## src/rtl/core_seq_ctrl_if.sv

```systemverilog
// Control/strobe bundle between the sequencing controller and the core datapath.
// The datapath side (master) drives decoded controls and run; the controller (slave) drives strobes.
interface core_seq_ctrl_if;
  logic run;
  logic reg_write;
  logic mem_read;
  logic mem_write;
  logic imem_en;
  logic dmem_en;
  logic dmem_we;
  logic pc_en;
  logic rf_we;

  modport master (
    output run, reg_write, mem_read, mem_write,
    input  imem_en, dmem_en, dmem_we, pc_en, rf_we
  );

  modport slave (
    input  run, reg_write, mem_read, mem_write,
    output imem_en, dmem_en, dmem_we, pc_en, rf_we
  );
endinterface

```

## src/rtl/core_seq_ctrl.sv

```systemverilog
// Multi-cycle sequencer: FETCH -> EXEC -> (MEM) -> WB, waiting out memory latencies and
// emitting PC-advance / register-write strobes only once the memory outputs are valid.
module core_seq_ctrl #(
  parameter int IMEM_LAT = 2,
  parameter int DMEM_LAT = 2,
  parameter int CNT_W    = 32
) (
  input  logic               clk,
  input  logic               rst_n,
  core_seq_ctrl_if.slave     bus,
  output logic               busy,
  output logic [2:0]         state,
  output logic [CNT_W-1:0]   retired
);

  localparam int MAX_LAT = (IMEM_LAT > DMEM_LAT) ? IMEM_LAT : DMEM_LAT;
  localparam int CW      = (MAX_LAT > 1) ? $clog2(MAX_LAT) : 1;

  typedef enum logic [2:0] {
    S_IDLE  = 3'd0,
    S_FETCH = 3'd1,
    S_EXEC  = 3'd2,
    S_MEM   = 3'd3,
    S_WB    = 3'd4
  } state_e;

  state_e            state_q, state_d;
  logic [CW-1:0]     cnt_q, cnt_d;
  logic              wb_q, wb_d;
  logic              rd_q, rd_d;
  logic              wr_q, wr_d;
  logic [CNT_W-1:0]  retired_q, retired_d;

  logic imem_en, dmem_en, dmem_we, pc_en, rf_we;

  always_ff @(posedge clk or negedge rst_n) begin
    if (!rst_n) begin
      state_q   <= S_IDLE;
      cnt_q     <= '0;
      wb_q      <= 1'b0;
      rd_q      <= 1'b0;
      wr_q      <= 1'b0;
      retired_q <= '0;
    end else begin
      state_q   <= state_d;
      cnt_q     <= cnt_d;
      wb_q      <= wb_d;
      rd_q      <= rd_d;
      wr_q      <= wr_d;
      retired_q <= retired_d;
    end
  end

  // Next-state logic; outputs depend only on registered state and the latched controls.
  always_comb begin
    state_d   = state_q;
    cnt_d     = cnt_q;
    wb_d      = wb_q;
    rd_d      = rd_q;
    wr_d      = wr_q;
    retired_d = retired_q;
    imem_en   = 1'b0;
    dmem_en   = 1'b0;
    dmem_we   = 1'b0;
    pc_en     = 1'b0;
    rf_we     = 1'b0;

    case (state_q)
      S_IDLE: begin
        if (bus.run) begin
          state_d = S_FETCH;
          cnt_d   = CW'(IMEM_LAT - 1);
        end
      end
      S_FETCH: begin
        imem_en = 1'b1;
        if (cnt_q == '0) state_d = S_EXEC;
        else             cnt_d   = cnt_q - 1'b1;
      end
      S_EXEC: begin
        imem_en = 1'b1;
        wb_d    = bus.reg_write;
        rd_d    = bus.mem_read;
        wr_d    = bus.mem_write;
        if (bus.mem_read || bus.mem_write) begin
          state_d = S_MEM;
          cnt_d   = CW'(DMEM_LAT - 1);
        end else begin
          state_d = S_WB;
        end
      end
      S_MEM: begin
        // Read+write together is treated as a write: dmem_we follows wr_q alone.
        dmem_en = 1'b1;
        dmem_we = wr_q;
        if (cnt_q == '0) state_d = S_WB;
        else             cnt_d   = cnt_q - 1'b1;
      end
      S_WB: begin
        pc_en     = 1'b1;
        rf_we     = wb_q;
        retired_d = retired_q + CNT_W'(1);
        if (bus.run) begin
          state_d = S_FETCH;
          cnt_d   = CW'(IMEM_LAT - 1);
        end else begin
          state_d = S_IDLE;
        end
      end
      default: state_d = S_IDLE;
    endcase
  end

  assign bus.imem_en = imem_en;
  assign bus.dmem_en = dmem_en;
  assign bus.dmem_we = dmem_we;
  assign bus.pc_en   = pc_en;
  assign bus.rf_we   = rf_we;
  assign busy        = (state_q != S_IDLE);
  assign state       = state_q;
  assign retired     = retired_q;

endmodule

```

## src/flat_wrapper.sv

```systemverilog
// flat-port wrapper written by rule: the top's interface ports become plain ports
module core_seq_ctrl_flat 
#(
  parameter int IMEM_LAT = 2,
  parameter int DMEM_LAT = 2,
  parameter int CNT_W    = 32
)
  (clk, rst_n, busy, state, retired, bus_run, bus_reg_write, bus_mem_read, bus_mem_write, bus_imem_en, bus_dmem_en, bus_dmem_we, bus_pc_en, bus_rf_we);
  core_seq_ctrl_if bus_i ();
  input  logic clk;
  input  logic rst_n;
  output logic busy;
  output logic [2:0] state;
  output logic [CNT_W-1:0] retired;
  input wire logic [$bits(bus_i.run)-1:0] bus_run;
  input wire logic [$bits(bus_i.reg_write)-1:0] bus_reg_write;
  input wire logic [$bits(bus_i.mem_read)-1:0] bus_mem_read;
  input wire logic [$bits(bus_i.mem_write)-1:0] bus_mem_write;
  output wire logic [$bits(bus_i.imem_en)-1:0] bus_imem_en;
  output wire logic [$bits(bus_i.dmem_en)-1:0] bus_dmem_en;
  output wire logic [$bits(bus_i.dmem_we)-1:0] bus_dmem_we;
  output wire logic [$bits(bus_i.pc_en)-1:0] bus_pc_en;
  output wire logic [$bits(bus_i.rf_we)-1:0] bus_rf_we;
  assign bus_i.run = bus_run;
  assign bus_i.reg_write = bus_reg_write;
  assign bus_i.mem_read = bus_mem_read;
  assign bus_i.mem_write = bus_mem_write;
  assign bus_imem_en = bus_i.imem_en;
  assign bus_dmem_en = bus_i.dmem_en;
  assign bus_dmem_we = bus_i.dmem_we;
  assign bus_pc_en = bus_i.pc_en;
  assign bus_rf_we = bus_i.rf_we;
  core_seq_ctrl #(.IMEM_LAT(IMEM_LAT), .DMEM_LAT(DMEM_LAT), .CNT_W(CNT_W)) u_core (.clk(clk), .rst_n(rst_n), .bus(bus_i), .busy(busy), .state(state), .retired(retired));
endmodule
```

## config.mk

```make
export PLATFORM = sky130hd
export DESIGN_NAME = core_seq_ctrl_flat
export DESIGN_NICKNAME = d
export VERILOG_FILES = /design/src/rtl/core_seq_ctrl_if.sv /design/src/rtl/core_seq_ctrl.sv /design/src/flat_wrapper.sv
export SDC_FILE = /design/constraint.sdc
export NUM_CORES = 1
export LEC_CHECK = 0
export BUFFER_PORTS_ARGS = -buffer_cell sky130_fd_sc_hd__buf_2
export CORE_ASPECT_RATIO = 0.8
export CORE_MARGIN = 2
export CORE_UTILIZATION = 55
export DETAILED_ROUTE_END_ITERATION = 10
export PLACE_DENSITY = 0.83
export SLEW_MARGIN = 20
export SYNTH_ARGS = -nofsm -noshare
export SYNTH_HDL_FRONTEND = slang
export SYNTH_SLANG_ARGS = --single-unit
```

## constraint.sdc

```tcl
create_clock -name clk -period 3.1 [get_ports clk]
set_input_delay 0.465 -clock clk [delete_from_list [all_inputs] [get_ports clk]]
set_output_delay 0.465 -clock clk [all_outputs]
set_load 0.05 [all_outputs]
```

==> results of run 1 <==
sequential cells by signal (all words and copies together), names as in the netlist:
register        count
u_core.cnt_q        1
u_core.retired     32
u_core.wb_q         1
u_core.wr_q         1
u_core.state        3
power by group:
group          total [W]  internal [W]  switching [W]
clock network   0.000344      0.000179       0.000164
registers       0.000647      0.000553      0.0000942
logic           0.000497      0.000145       0.000352
worst paths after layout:
path | endpoint | slack [ps]
min reg2reg | u_core.retired[17] | 490
max reg2reg | u_core.retired[26] | 1030
max in group asynchronous | u_core.retired[24] | 2330
max | bus_rf_we | 1000
min | u_core.retired[12] | 260
min in group clk | u_core.wb_q | 420
kinds of logic after synthesis:
| family | Yosys count | share of synthesized area, % |
|---|---|---|
| AND/OR/NAND/NOR | 65 | 23.6 |
| flip-flops | 38 | 54.1 |
| XOR/XNOR | 32 | 15.9 |
| AO/OA/AOI/OAI | 6 | 1.99 |
| buffers and inverters | 6 | 1.78 |
| multiplexers | 3 | 1.92 |
| adder cells (fa/ha/maj) | 1 | 0.711 |
cell usage after synthesis, types with 2 or more instances:
library cell  number  area share, %
a21oi_1            3           0.85
nand2b_1           3            1.1
nand2_1            2           0.43
dfrtp_1           38             54
inv_1              2           0.43
xor2_1             6            3.0
clkbuf_1           2           0.43
and3_1             8            2.8
nand3_1           10            2.8
nand4_1           17            6.0
nor2_1             5            1.1
nor3_1             2           0.57
and4_1             4            2.0
mux2_2             3            1.9
xnor2_1           26             13
and2_1             6            2.1
critical path, cell delays in order (launching register included):
cell	delay, ps
dfrtp_1	530
nor3b_4	380
and2_1	180
buf_2	260
cell type report:
class | instances | area share, %
Tap cell | 40 | 2.38
Sequential cell | 38 | 45.1
Clock buffer | 7 | 4.10
Timing Repair Buffer | 46 | 10.9
Multi-Input combinational cell | 107 | 36.9
Clock inverter | 1 | 0.238
Inverter | 2 | 0.356
routing by layer:
metal  vias to the layer above  global-route usage, %
met5                         -                      0
met4                         0                   7.82
met3                         4                   4.94
met2                        37                   32.0
met1                       646                   27.3
li1                        632                      -
through the flow:
stage,hold slack [ps],std cells,total power [W],worst slack [ps],util (%)
6_report,257,241,0.00149,999,68.8
3_5_place_dp,480,233,0.00116,1050,65.8
5_1_grt,336,241,0.00156,857,68.8
4_1_cts,299,241,0.00150,985,68.8
2_1_floorplan,169,151,0.00104,672,-
3_3_place_gp,467,233,0.00113,1140,65.8
==> key figures, run 1 <==
Finish
  • Share of cells above drive strength 1: around 30%
  • Antenna diode count: 0
  • Commonest non-fill, non-tap cells in the layout: 46 x buf_2, 38 x dfrtp_1, 26 x xnor2_1
  • Area Overhead vs Synth: 19.8%
  • Nets: a little over 200
  • Design Area, Final: 2110 um^2
  • Area of the multi-input gates: a little under 800 um^2
  • # fillers: 241
  • FF/Latch Area: about 950 um^2
  • Commonest non-fill, non-tap cell in the layout: buf_2

Yosys
  • Netlist cell types: 30
  • Synth Instances: around 150
  • Syn_area_per_cell: around 12 um^2
  • Warnings, synthesis: 0
  • Yosys reg bits: 38
  • EDFF count, synth: 0
  • Mapped Area: ~1800 um^2
  • Post-Syn Nets: 158
  • Sequential area share after synthesis: 54.1%
  • Share of synthesized registers carrying an async set or reset: 100%
  • Primary FF master, synth: dfrtp_1

CTS
  • Clk buf depth: 2
  • Post_cts resized: 0
  • Worst-skew pair later-pin latency: ~290 ps
  • H-tree levels: 2
  • Clock Pin Slew Worst Setup and Hold Paths: about 70 ps
  • Clock sink total: 38
  • Hold-fix buffers, CTS: 0
  • Root Buffer: clkbuf_8
  • Num CTS Buffers: 5
  • CTS tree: yes
  • Setup bufs post-CTS: 0

Timing
  • Final setup vio count: 0
  • Worst slew margin: between 40 and 50%
  • Final hold violations: 0
  • Final period utilization: about two thirds
  • Final setup TNS: 0 ps
  • F_max: ~0.48 GHz
  • Max Clock Skew: 6.35 ps
  • Max Slew Vio Count: 0
  • Worst-margin pin slew: 801 ps
  • Minimum clock period: approximately 2100 ps
  • RSZ-0062 raised after global routing: no

Floorplan
  • Starting density of the core: between 50% and 60%
  • Core area: 3060 um^2
  • DIE AREA: 3670 um^2
  • IO Pins: 47
  • Die width: around 67 um
  • Die Span Y: roughly 55 um
  • Rows: 18

Critical path
  • Launch point of the critical path: u_core.state[0]
  • Crit path capture type: output port
  • Crit path max fanout: 13
  • Reg2reg path depth: 4
  • Worst Path Required: approximately 2600 ps
  • Worst R2R Start: u_core.state[0]
  • Crit path launch type: flip-flop
  • Worst Path Arrival: approximately 1600 ps
  • Critical path type: reg -> out

Min path
  • Hold Path Class: in -> async

Drt
  • Vias: about 1.3k
  • Initial DRC count: 53
  • Routed Antenna Nets: 0
  • Met1 WL: around 1.6 mm
  • Routed wl met3: roughly 180 um
  • DRC Markers: 0
  • Met2 WL post-DR: around 1.7 mm
  • DR WL/cell: 14.4 um
  • DR vias/cell: around 5.5
  • Highest metal layer with signal wires: met4
  • First-pass detailed-route iteration total: 4
  • Routed WL: ~3.5 mm

Power and ir drop
  • P_leak: around 1.1 nW
  • PwrDens: about 710 nW/um^2
  • Worst VDD drop: between 0.4 and 0.5 mV

Placement
  • Detailed Place HPWL: 2.54 mm
  • RD Place Congestion: just under 0.8
  • PortBufs: 46
  • Post-DP Area: ~2000 um^2

Outcome
  • Run status: completed

Global route
  • Largest net degree at the start of global routing: 39
  • Total grt overflow: 0
  • Overall Global Routing Usage: about a fifth
  • Initial antenna violation count: 0
  • First-pass GRT wire length: roughly 5.4 mm
  • Number of global-route vias before repair: roughly 1.2k

Flow run
  • Max cap viols: 0
No activity file was read; power rests on OpenSTA's default activity.
==> inputs of run 2 (changes only) <==
CORE_UTILIZATION = 51   (was 55)
PLACE_DENSITY = 0.78   (was 0.83)
clock period = 1.95 ns   (was 3.1 ns; I/O delays follow)
==> key figures, run 2 (synthesis gave the netlist of run 1 again) <==
Floorplan
  • Starting density of the core: 52.1% (-5.3 points)
  • Die width: 69.7 um (+3.6%)
  • Core area: 3380 um^2 (+10%)
  • Die Span Y: 56.5 um (+3.6%)
  • IO Pins: 47 (unchanged)
  • Rows: 19 (+1)
  • DIE AREA: 3940 um^2 (+7.3%)

CTS
  • Worst-skew pair later-pin latency: 280 ps (about the same)
  • Setup bufs post-CTS: 0 (unchanged)
  • Root Buffer: clkbuf_8
  • Hold-fix buffers, CTS: 0 (unchanged)
  • Num CTS Buffers: 5 (unchanged)
  • H-tree levels: 2 (unchanged)
  • Post_cts resized: 0 (unchanged)
  • CTS tree: yes
  • Clock sink total: 38 (unchanged)
  • Clk buf depth: 2 (unchanged)
  • Clock Pin Slew Worst Setup and Hold Paths: 70 ps (about the same)

Timing
  • Final period utilization: a little under 90%
  • Minimum clock period: ~1700 ps
  • Final setup vio count: 0 (unchanged)
  • Final setup TNS: 0 ps (unchanged)
  • Worst-margin pin slew: 482 ps (-319 ps)
  • Worst slew margin: 67.9% (+21 points)
  • Max Slew Vio Count: 0 (unchanged)
  • F_max: just under 0.6 GHz
  • Final hold violations: 0 (unchanged)
  • Max Clock Skew: 8.03 ps (+1.69 ps)
  • RSZ-0062 raised after global routing: no

Critical path
  • Critical path type: reg -> out
  • Crit path max fanout: 6 (-7)
  • Worst Path Required: 1660 ps (-970 ps)
  • Worst Path Arrival: 1440 ps (-200 ps)
  • Crit path capture type: output port
  • Crit path launch type: flip-flop

Drt
  • Routed Antenna Nets: 0 (unchanged)
  • Met2 WL post-DR: 1.77 mm (+6.7%)
  • Vias: 1365 (+3.5%)
  • DR vias/cell: 5.48 (+0.16%)
  • First-pass detailed-route iteration total: 4 (unchanged)
  • Met1 WL: 1.68 mm (+5.8%)
  • DRC Markers: 0 (unchanged)
  • Routed WL: 3.63 mm (+4.9%)
  • Routed wl met3: 140 um (-20%)
  • Initial DRC count: 47 (-11%)
  • DR WL/cell: 14.6 um (+1.6%)
  • Highest metal layer with signal wires: met4

Global route
  • First-pass GRT wire length: 6.05 mm (+12%)
  • Largest net degree at the start of global routing: 39 (unchanged)
  • Number of global-route vias before repair: 1300 (+9.3%)
  • Initial antenna violation count: 0 (unchanged)
  • Total grt overflow: 0 (unchanged)
  • Overall Global Routing Usage: 19.4% (-0.85 points)

Min path
  • Hold Path Class: in -> async

Finish
  • Antenna diode count: 0 (unchanged)
  • Commonest non-fill, non-tap cells in the layout: 46 x buf_2, 34 x dfrtp_1, 26 x xnor2_1
  • Area Overhead vs Synth: 23.1%
  • Design Area, Final: 2170 um^2 (+2.8%)
  • Share of cells above drive strength 1: 34.8% (+5.4 points)
  • # fillers: 292 (+21%)
  • Nets: 213 (+2.9%)
  • Final Non-Filler Cells: 249 (+3.3%)
  • Largest register FFs: 32 (unchanged)
  • Commonest non-fill, non-tap cell in the layout: buf_2

Placement
  • PortBufs: 46 (unchanged)
  • RD Place Congestion: 0.702 (-11%)
  • Detailed Place HPWL: 2.56 mm (+0.57%)
  • Post-DP Area: 2070 um^2 (+2.9%)
  • Placed cells: 241 (+3.4%)

Power and ir drop
  • PwrDens: 1110 nW/um^2 (+57%)
  • Internal: 0.00143 W (+62%)
  • Worst VDD drop: 0.931 mV (+96%)
  • Switch Pwr: 0.000974 W (+60%)
  • Total design power: 0.00240 W (+61%)
  • P_leak: 1.11 nW (+2.6%)
  • Sw frac: 40.6% (-0.41 points)
  • Sequential share of power: 42.4% (-1.1 points)
  • Combinational Power Share: 34.7% (+1.3 points)
  • Clock power share: 22.9% (-0.2 points)

Outcome
  • Run status: completed

Flow run
  • Max cap viols: 0 (unchanged)
[run 2: cell types whose count changed in the layout (fill, tap and decap cells not counted), sizes merged]
cell,change
buf,+6
[run 2: final cells by class]
type	instances	area (um^2)	share of cell area, %
clock buffer	7	86.3	3.99
clock inverter	1	5.00	0.231
inverter	2	7.51	0.347
multi-input combinational	107	783	36.2
sequential	38	956	44.1
tap	42	52.6	2.43
timing repair buffer	52	275	12.7
[run 2: path summary, 6_finish.rpt]
kind                       slack [ps]            endpoint  cells after the start          startpoint
setup / recovery                  220           bus_pc_en                      3     u_core.state[0]
setup reg to reg                  300  u_core.retired[30]                      6   u_core.retired[0]
max in group asynchronous        1540     u_core.state[2]                      2               rst_n
hold reg to reg                   490  u_core.retired[31]                      1  u_core.retired[31]
hold / removal                     50   u_core.retired[5]                      2               rst_n
min in group clk                  240         u_core.wb_q                      2       bus_reg_write
[run 2: metrics by stage]
| step | hold WS (ps) | worst slack [ps] | util (%) |
|---|---|---|---|
| after floorplan | -3.09 | -207 | - |
| after global placement | 362 | 420 | 61.5 |
| after detailed placement | 370 | 308 | 61.5 |
| after CTS | 62.6 | 211 | 64.2 |
| after global routing | 93.4 | 160 | 64.2 |
| final | 49.7 | 219 | 64.2 |
[run 2: worst max-delay path, stage by stage, from the launching register on]
cell     delay (ps)
dfrtp_1         470
nor3b_4         250
buf_4           180
buf_2           260
[run 2: routing by layer]
layer  global-route usage (%)  vias to the layer above
li1                         -                      647
met1                     26.1                      685
met2                     31.2                       28
met3                     5.03                        5
met4                     6.32                        0
met5                        0                        -
[run 2: power groups by stage]
| stage | clock, W | combinational (W) | sequential [W] |
|---|---|---|---|
| after floorplan | 0 | 0.000489 | 0.00119 |
| after global placement | 0 | 0.000819 | 0.00103 |
| after detailed placement | 0 | 0.000834 | 0.00103 |
| after CTS | 0.000558 | 0.000836 | 0.00102 |
| after global routing | 0.000600 | 0.000889 | 0.00103 |
| final | 0.000550 | 0.000832 | 0.00102 |
